==> src/rtl/sipo_deframer.sv <==
// Serial-in, parallel-out deframer: assembles framed serial bits into WIDTH-bit words
// and flags words that are abandoned by a mid-word frame_sync.
//
// state | meaning
// IDLE  | waiting for a bit carrying frame_sync
// SHIFT | partial word in progress, bit_count bits received
module sipo_deframer #(
  parameter int WIDTH     = 8,
  parameter bit MSB_FIRST = 1'b1
) (
  input  logic                         clk,
  input  logic                         reset,
  input  logic                         serial_in,
  input  logic                         bit_valid,
  input  logic                         frame_sync,
  output logic [WIDTH-1:0]             parallel_out,
  output logic                         word_valid,
  output logic                         busy,
  output logic [$clog2(WIDTH+1)-1:0]   bit_count,
  output logic                         sync_err
);

  localparam int CW = $clog2(WIDTH+1);

  typedef enum logic {IDLE = 1'b0, SHIFT = 1'b1} state_t;

  state_t           state_q, state_d;
  logic [WIDTH-1:0] sr_q, sr_d;
  logic [WIDTH-1:0] pout_q, pout_d;
  logic [CW-1:0]    cnt_q, cnt_d;
  logic             wv_q, wv_d;
  logic             se_q, se_d;
  logic [WIDTH-1:0] shifted;
  logic [WIDTH-1:0] seed;

  // seed is the register image after a frame_sync bit: only this bit kept
  always_comb begin
    shifted = '0;
    seed    = '0;
    if (MSB_FIRST) begin
      shifted = {sr_q[WIDTH-2:0], serial_in};
      seed    = {{(WIDTH-1){1'b0}}, serial_in};
    end else begin
      shifted = {serial_in, sr_q[WIDTH-1:1]};
      seed    = {serial_in, {(WIDTH-1){1'b0}}};
    end
  end

  always_comb begin
    state_d = state_q;
    sr_d    = sr_q;
    pout_d  = pout_q;
    cnt_d   = cnt_q;
    wv_d    = 1'b0;
    se_d    = 1'b0;
    case (state_q)
      IDLE: begin
        if (bit_valid && frame_sync) begin
          sr_d    = seed;
          cnt_d   = CW'(1);
          state_d = SHIFT;
        end
      end
      SHIFT: begin
        if (bit_valid) begin
          if (frame_sync) begin
            sr_d  = seed;
            cnt_d = CW'(1);
            se_d  = 1'b1;
          end else if (cnt_q == CW'(WIDTH-1)) begin
            sr_d    = shifted;
            pout_d  = shifted;
            wv_d    = 1'b1;
            cnt_d   = '0;
            state_d = IDLE;
          end else begin
            sr_d  = shifted;
            cnt_d = cnt_q + CW'(1);
          end
        end
      end
      default: state_d = IDLE;
    endcase
  end

  always_ff @(posedge clk or posedge reset) begin
    if (reset) begin
      state_q <= IDLE;
      sr_q    <= '0;
      pout_q  <= '0;
      cnt_q   <= '0;
      wv_q    <= 1'b0;
      se_q    <= 1'b0;
    end else begin
      state_q <= state_d;
      sr_q    <= sr_d;
      pout_q  <= pout_d;
      cnt_q   <= cnt_d;
      wv_q    <= wv_d;
      se_q    <= se_d;
    end
  end

  assign parallel_out = pout_q;
  assign word_valid   = wv_q;
  assign busy         = (state_q == SHIFT);
  assign bit_count    = cnt_q;
  assign sync_err     = se_q;

endmodule

==> config.mk <==
export PLATFORM = sky130hd
export DESIGN_NAME = sipo_deframer
export DESIGN_NICKNAME = d
export VERILOG_FILES = /design/src/rtl/sipo_deframer.sv
export SDC_FILE = /design/constraint.sdc
export NUM_CORES = 1
export LEC_CHECK = 0
export ABC_AREA = 1
export ABC_CLOCK_PERIOD_IN_PS = 1780
export CAP_MARGIN = 30
export CORE_MARGIN = 8
export CORE_UTILIZATION = 50
export DETAILED_ROUTE_END_ITERATION = 8
export DONT_BUFFER_PORTS = 1
export PLACE_DENSITY = 0.64
export SETUP_SLACK_MARGIN = 0.3
export SLEW_MARGIN = 10
export SYNTH_ARGS = -nofsm -noshare
export SYNTH_HDL_FRONTEND = slang
export SYNTH_SLANG_ARGS = --single-unit
==> constraint.sdc <==
create_clock -name clk -period 1.78 [get_ports clk]
set_clock_uncertainty 0.2 [all_clocks]
set_input_delay 0.445 -clock clk [delete_from_list [all_inputs] [get_ports clk]]
set_output_delay 0.445 -clock clk [all_outputs]
set_load 0.02 [all_outputs]
Yosys cells after proc, flatten, opt, wreduce, memory -nomap -nowiden
Cells that the tools add are included.
- register bits: 22
- input port bits: 5
- output and inout port bits: 15
- logic and storage cells: 36
- add/sub/neg operators: 1
- eq/ne operators: 3
- muxes and demuxes: 21
- bitwise gates (word level): 2
- reductions and logical operators: 3
- operators by type and width (operator ; number):
    7-bit two-way mux ; 3
    4-bit two-way mux ; 4
    7-bit one-hot mux with 2 select lines ; 1
    1-bit two-way mux ; 11
    4-bit one-hot mux with 2 select lines ; 1
    4-bit by 1-bit adder with 4-bit output (second input constant) ; 1
    4-bit by 3-bit == test with 1-bit output (second input constant) ; 1
    2-bit != test (second input constant) ; 2
    4-bit AND reduction ; 1
    1-bit inverter ; 2
    1-bit one-hot mux with 2 select lines ; 1
    2-bit AND reduction ; 1
    1-bit logical AND ; 1

Depth between registers and ports, before layout
Gate-level depths: netlist (run 1).
- word-level depth: 5
- depth in mapped cells: 7
- gate-level depth less buffers: 7

Worst setup path after synthesis (run 1)
No wires, ideal clock.
- path type: register to register
- from: register cnt_q[0] (netlist: bit_count[0])
- to: register pout_q[1] (netlist: parallel_out[1])
- setup time: 0.118 ns
- arrival: 1.262 ns
- required time: 1.462 ns
- setup slack: 0.200 ns
- cell stages (with the launch flop): 8
- buffers on the path: 1
- period minus slack after synthesis: 1.580 ns
- cells stage by stage: dfrtp_1 > ha_1 > nand2_2 > nor2_4 > nand2_4 > buf_6 > nand2_2 > o21ai_2
- cells in the longest elaborated chain, start to end: 2
- RTL lines (what ; RTL line ; RTL):
    start, declared ; 30 ; logic [CW-1:0] cnt_q, cnt_d;
    start signal, assigned ; 98 ; cnt_q <= cnt_d;
    4-bit by 3-bit == test with 1-bit output ; 70 ; end else if (cnt_q == CW'(WIDTH-1)) begin
    4-bit AND reduction (no source line) ; - ;
    end signal, assigned ; 97 ; pout_q <= pout_d;
    end, declared ; 29 ; logic [WIDTH-1:0] pout_q, pout_d;
Every way passes these cells.
A chain may end at the register's enable or synchronous reset.

Worst setup path after layout (run 1)
- from: register cnt_q[0] (netlist: bit_count[0])
- to: register cnt_q[0] (netlist: bit_count[0])
- cells in the longest elaborated chain, start to end: 5
- elaborated cells between the ends (all ways): 6
- those cells by class: add/sub (1); eq/ne (1); mux (4)
- RTL lines (what ; RTL line ; RTL):
    4-bit by 1-bit adder with 4-bit output / 4-bit by 3-bit == test with 1-bit output (equally long branches) ; 78, 70 ;
    4-bit two-way mux (*) ; 70 ;
    4-bit two-way mux (*) ; 66 ; if (frame_sync) begin
    4-bit two-way mux (*) ; 65 ; if (bit_valid) begin
    4-bit one-hot mux with 2 select lines (*) ; 56 ; case (state_q)
Mark *: on every way between the ends. The rest lies on a longest branch, timed or not. The select of a mux whose other input is x is not followed.

==> results.md, run 1 <==
* EDFF count, synth at 0
* P_leak at 0.486 nW
* Sequential share of the synthesized area at 59.6%
* Data required, critical path at 1.79 ns
* Initial core utilization at 53.5%
* Primary FF master, synth: dfrtp_1
* Final GP Congestion at a little under 0.8
* Largest delay share family, worst path: flip-flops
* Pins Over Slew Limit at 0
* Critical path class: flop to flop
* DR vias/cell at approximately 5.0
* Clock H-tree levels at 1
* Final cycle utilization of the critical path at 86.4%
* Initial DRC Count at 10
* Worst R2R Path Depth at 7
* Leading area contributor after synthesis: dfrtp_1
* Slew headroom at 77.8%
* Final setup viols at 0
* Post-synth top cells: dfrtp_1 (22), nand2_1 (19), inv_1 (13)
* CP endpoint kind: flop
* Synth warn at 0
* Fin. Hold Viols at 0
* Slowest stage delay, CP at ~0.52 ns
* R2R Path End: bit_count[0]
* Syn_nets at 96
* Chip width at between 50 and 60 um
* Crit Reg-Reg Startpoint: bit_count[0]
* WL final at about 1.7 mm
* Metal2 WL at 771 um
* CTS tree: done
* Total of max-cap violations at 0
* Status: finished clean
* Design Power at 0.000955 W
* Io pins at 20
* Syn Area/Cell at 10.3 sq um
* Post-Place Setup Slack at between 0.2 and 0.25 ns
* Synth Instances at 90
* Gr ovfl total at 0
* Critical Path AT at 1.55 ns
* Unrepaired setup endpoints after global routing: true
* First-pass GRT wire length at 2.79 mm
* # port buffers at 0
* Worst setup margin at 0.242 ns
* Nets@finish at 105
* 1st-pass router iterations at 4
* DR vias at 615
* Wire per inst at 14.2 um
* Yosys top cell area share at about three fifths
* Maximum fanout along the worst path at 6
* Cell area after synthesis at 923 sq um
* Critical-path cell with the highest stage delay: dfrtp_2
* Type of the worst min-delay path: primary input to flop
* Area Overhead vs Synth at 13.7%
* Clock root cell: clkbuf_4
* Inserted Clock Buffers at 3
* Pin count of the biggest net entering global routing at 23
* Vias in the first global route at 623
* # diodes at 0
* Worst reg-to-reg setup slack at 0.24 ns
* Crit start category: flop
* M1 wire length at 797 um
* Top cells by area, synth: dfrtp_1 (60%), nand2_1 (7.7%), o21ai_2 (6.6%)
* Slew @ Worst Pin at 0.332 ns
* Count leader, synth: dfrtp_1
* Full die area at between 3000 and 4000 sq um
* Initial antenna violation count at 0
* Top Layer Used: met4
* Synth Register Bits at 22
* Hold Path Sink: parallel_out[0]
* Longest Clk Path Bufs at 2
* Die height at 59.0 um
* Min Tclk post-route at about 1.5 ns
* HPWL reported at the end of detailed placement at 1.23 mm
* Post-route DRC violation count at 0
* Setup TNS at 0 ns
* PD cells at 910 nW/um^2
* Asr flop ratio synth at 100%
* Layout cells sized above 1 at 29.6%
* Clock-pin slew on the worst setup and hold paths at approximately 0.12 ns
* Cell row count at 15
* Clock Latency Late Sink at 0.31 ns
* Global Route Usage Sum at 10.5%
* Achievable Freq at between 0.6 and 0.7 GHz
* TritonCTS sink count at 22
* Hold_sp: serial_in
* Peak supply drop at 0.508 mV
* CP bufs+invs at 2
* Core area at 1730 sq um
* Crit path cell chain: ha_4 -> nand2_2 -> nor2_4 -> buf_4 -> inv_1 -> nand2_1 -> nand3_1
* Routed wl met3 at 139 um
* ANT nets after route at 0
* Hold depth at 2
* Yosys cell types at 16
[worst max path at each step]
| stage | startpoint | endpoint | slack (ns) | cells after the start |
|---|---|---|---|---|
| 5_1_grt | bit_count[0] | bit_count[0] | 0.17 | 7 |
| 6_report | bit_count[0] | bit_count[0] | 0.24 | 7 |
| 2_1_floorplan | bit_count[0] | parallel_out[1] | 0.32 | 7 |
| 3_5_place_dp | bit_count[0] | parallel_out[0] | 0.21 | 7 |
| 4_1_cts | bit_count[0] | parallel_out[0] | 0.22 | 7 |
| 3_3_place_gp | bit_count[0] | parallel_out[0] | 0.27 | 7 |
[stage by stage]
step	instance area (sq um)	instances	hold WS, ns	util (%)
2_1_floorplan	938	90	0.234	-
3_3_place_gp	973	116	0.187	56.4
3_5_place_dp	973	116	0.189	56.4
4_1_cts	1040	122	0.0355	60.4
5_1_grt	1050	123	0.0265	60.8
6_report	1050	123	0.0365	60.8
[cell type report]
type / instances / area, sq um
Timing Repair Buffer: 5 / 43.8
Multi-Input combinational cell: 54 / 334
Fill cell: 150 / 677
Sequential cell: 22 / 556
Inverter: 13 / 48.8
Tap cell: 25 / 31.3
Clock buffer: 4 / 36.3
[placed cells by master (no fill, tap or decap)]
cell type,Yosys,layout
nand2_1,19,19
dfrtp_1,22,18
inv_1,13,12
o21ai_2,7,7
o22ai_1,6,6
nand2_2,5,5
nand3_1,4,4
nor2_1,4,4
dfrtp_2,0,4
clkbuf_4,0,3
buf_4,0,3
nor2_4,2,2
o21ai_0,2,2
xnor2_1,1,1
nand2_8,0,1
inv_2,0,1
a21oi_1,1,1
nand4_1,1,1
ha_4,0,1
clkbuf_8,0,1
dlygate4sd3_1,0,1
buf_6,1,1
[registers in the layout (all words and copies together) (netlist names)]
signal,cells
sync_err,1
sr_q,7
parallel_out,8
word_valid,1
bit_count,4
busy,1
[cells by family after synthesis]
kind of cell	after synthesis	synth area share [%]
AND/OR/NAND/NOR	36	19.2
flip-flops	22	59.6
AO/OA/AOI/OAI	16	12.3
buffers and inverters	14	6.50
XOR/XNOR	1	0.949
adder cells (fa/ha/maj)	1	1.35
[metal layers]
layer,track usage (%),vias up
met1,13.2,289
met5,0,-
met3,3.25,5
li1,-,303
met4,6.14,0
met2,15.4,18
[report_power, final]
group	switching [W]	internal, W
sequential	0.0000493	0.000527
combinational	0.0000601	0.0000426
clock	0.000152	0.000125
[what timing repair did]
| item | 4_1_cts | 5_1_grt |
|---|---|---|
| pin swaps | 0 | 2 |
| gates resized for setup | 4 | 1 |
| hold buffers | 1 | 0 |
| endpoints found under the hold margin | 22 | 0 |
| buffers inserted | 1 | 1 |
| endpoints found under the setup margin | 14 | 16 |
Power figures use the tool's default switching activity.
==> inputs of run 2 (changes only) <==
==> constraint.sdc (replaced) <==
create_clock -name clk -period 1.78 [get_ports clk]
set_clock_uncertainty 0.2 [all_clocks]
set_input_delay 0.356 -clock clk [delete_from_list [all_inputs] [get_ports clk]]
set_output_delay 0.356 -clock clk [all_outputs]
set_load 0.02 [all_outputs]
==> results.md, run 2 (same netlist as run 1, synthesis figures left out) <==
* Status: finished clean (unchanged)
* Initial antenna violation count at 0 (unchanged)
* Total of max-cap violations at 0 (unchanged)
* P_leak at 0.513 nW (was 0.486 nW)
* Clock Latency Late Sink at 0.31 ns (about the same)
* Vias in the first global route at 639 (was 623)
* Slowest stage delay, CP at 0.52 ns (about the same)
* Clock H-tree levels at 1 (unchanged)
* Die height at 59.0 um (unchanged)
* Pint at 0.000699 W (was 0.000694 W)
* Area Overhead vs Synth at 17.9% (was 13.7%)
* Core area at 1730 sq um (unchanged)
* Placed instance area at 973 sq um (unchanged)
* Fin. Hold Viols at 0 (unchanged)
* Slew @ Worst Pin at 0.279 ns (was 0.332 ns)
* HPWL reported at the end of detailed placement at 1.23 mm (unchanged)
* Pin count of the biggest net entering global routing at 23 (unchanged)
* Crit start category: flop (unchanged)
* # diodes at 0 (unchanged)
* WL final at 1.75 mm (was 1.74 mm)
* Post-Place Setup Slack at 0.211 ns (unchanged)
* Critical-path cell with the highest stage delay: dfrtp_2 (unchanged)
* 1st-pass router iterations at 2 (was 4)
* Critical Path AT at 1.55 ns (about the same)
* CP endpoint kind: flop (unchanged)
* Initial DRC Count at 14 (was 10)
* Reg power frac at 59.8% (was 60.3%)
* Peak supply drop at 0.508 mV (about the same)
* Final hold slack at 0.00492 ns (was 0.0365 ns)
* DR vias/cell at 4.94 (was 5.00)
* Cell row count at 15 (unchanged)
* Data required, critical path at 1.79 ns (about the same)
* Inserted Clock Buffers at 3 (unchanged)
* Combinational fraction of design power at 11.6% (was 10.7%)
* Io pins at 20 (unchanged)
* Crit path cell chain: ha_4 -> nand2_4 -> nor2_4 -> nand2_8 -> nand2_1 -> o21ai_2 (was ha_4 -> nand2_2 -> nor2_4 -> buf_4 -> inv_1 -> nand2_1 -> nand3_1)
* Chip width at 59.0 um (unchanged)
* Initial core utilization at 53.5% (unchanged)
* Maximum fanout along the worst path at 16 (was 6)
* Critical path class: flop to flop (unchanged)
* Wire per inst at 13.9 um (was 14.2 um)
* Final instance area at 1090 sq um (was 1050 sq um)
* Max FFs per register at 8 (unchanged)
* Gr ovfl total at 0 (unchanged)
* Layout cells sized above 1 at 30.7% (was 29.6%)
* # port buffers at 0 (unchanged)
* Post-route DRC violation count at 0 (unchanged)
* Type of the worst min-delay path: primary input to flop (unchanged)
* Pins Over Slew Limit at 0 (unchanged)
* Unrepaired setup endpoints after global routing: true (unchanged)
* Min Tclk post-route at 1.54 ns (about the same)
* First-pass GRT wire length at 2.82 mm (was 2.79 mm)
* Slew headroom at 81.4% (was 77.8%)
* Layout Utilization at 63.0% (was 60.8%)
* Most frequent cells in the layout: nand2_1 (19), dfrtp_1 (18), inv_1 (12) (unchanged)
* Clock share of power at 28.6% (was 29.0%)
* ANT nets after route at 0 (unchanged)
* Global Route Usage Sum at 10.7% (was 10.5%)
* Final GP Congestion at 0.790 (unchanged)
* Longest Clk Path Bufs at 2 (unchanged)
* Nets@finish at 108 (was 105)
* TritonCTS sink count at 22 (unchanged)
* Clock-pin slew on the worst setup and hold paths at 0.12 ns (about the same)
* Commonest non-fill, non-tap cell in the layout: nand2_1 (unchanged)
* Full die area at 3480 sq um (unchanged)
* Clock root cell: clkbuf_4 (unchanged)
* Final cycle utilization of the critical path at 86.3% (was 86.4%)
* Final setup viols at 0 (unchanged)
* Sw Share at 27.4% (was 27.3%)
* CTS tree: done (unchanged)
* PD cells at 884 nW/um^2 (was 910 nW/um^2)
* DR vias at 623 (was 615)
* Achievable Freq at 0.651 GHz (was 0.650 GHz)
* Worst setup margin at 0.244 ns (was 0.242 ns)
* Psw at 0.000263 W (was 0.000261 W)
* Setup TNS at 0 ns (unchanged)
[run 2: cell types whose count changed in the layout (fill, tap and decap cells not counted), sizes merged]
cell         delta
dlygate4sd3     +3
[run 2: final cells by class]
class | instances | area, sq um
fill | 142 | 638
sequential | 22 | 556
multi-input combinational | 54 | 347
timing repair buffer | 8 | 70.1
inverter | 13 | 48.8
clock buffer | 4 | 36.3
tap | 25 | 31.3
[run 2: path summary, 6_finish.rpt]
| path | startpoint | endpoint | slack (ns) | cells past startpoint |
|---|---|---|---|---|
| hold / removal | frame_sync | busy | 0.005 | 2 |
| setup reg to reg | bit_count[0] | parallel_out[6] | 0.24 | 6 |
| setup / recovery | bit_count[0] | parallel_out[6] | 0.24 | 6 |
| hold reg to reg | sr_q[6] | parallel_out[7] | 0.34 | 2 |
| min in group asynchronous | reset | busy | 0.31 | 3 |
| max in group asynchronous | reset | bit_count[3] | 0.84 | 3 |
[run 2: per-layer routing]
| metal | vias up | part of all wire (%) | GRT usage [%] |
|---|---|---|---|
| met4 | 0 | 1.9 | 6.14 |
| met3 | 5 | 7.8 | 3.25 |
| met1 | 293 | 45 | 13.2 |
| met5 | - | 0 | 0 |
| li1 | 309 | - | - |
| met2 | 16 | 45 | 15.9 |
[run 2: power by group through the flow]
stage / sequential, W / combinational (W) / clock, W
after floorplan: 0.000583 / 0.0000688 / 0
after global routing: 0.000580 / 0.000126 / 0.000298
final: 0.000575 / 0.000112 / 0.000275
after detailed placement: 0.000587 / 0.0000938 / 0
after global placement: 0.000583 / 0.0000929 / 0
after CTS: 0.000577 / 0.000104 / 0.000282
[run 2: metrics by stage]
step           total power (W)  std cells
4_1_cts               0.000963        124
2_1_floorplan         0.000652         90
3_5_place_dp          0.000680        116
6_report              0.000962        126
3_3_place_gp          0.000676        116
5_1_grt                0.00100        126
[run 2: timing repair]
action,4_1_cts,5_1_grt
gates resized for setup,1,6
pin swaps,0,2
endpoints found under the setup margin,10,15
hold buffers,4,0
setup buffers,0,2
endpoints found under the hold margin,26,0
[run 2: critical path: cells and delay by family (launching register included)]
family | cells | cell delay (ns)
adders and majority gates | 1 | 0.19
AOI/OAI and AO/OA | 1 | 0.05
DFF | 1 | 0.52
and+or+nand+nor | 4 | 0.47
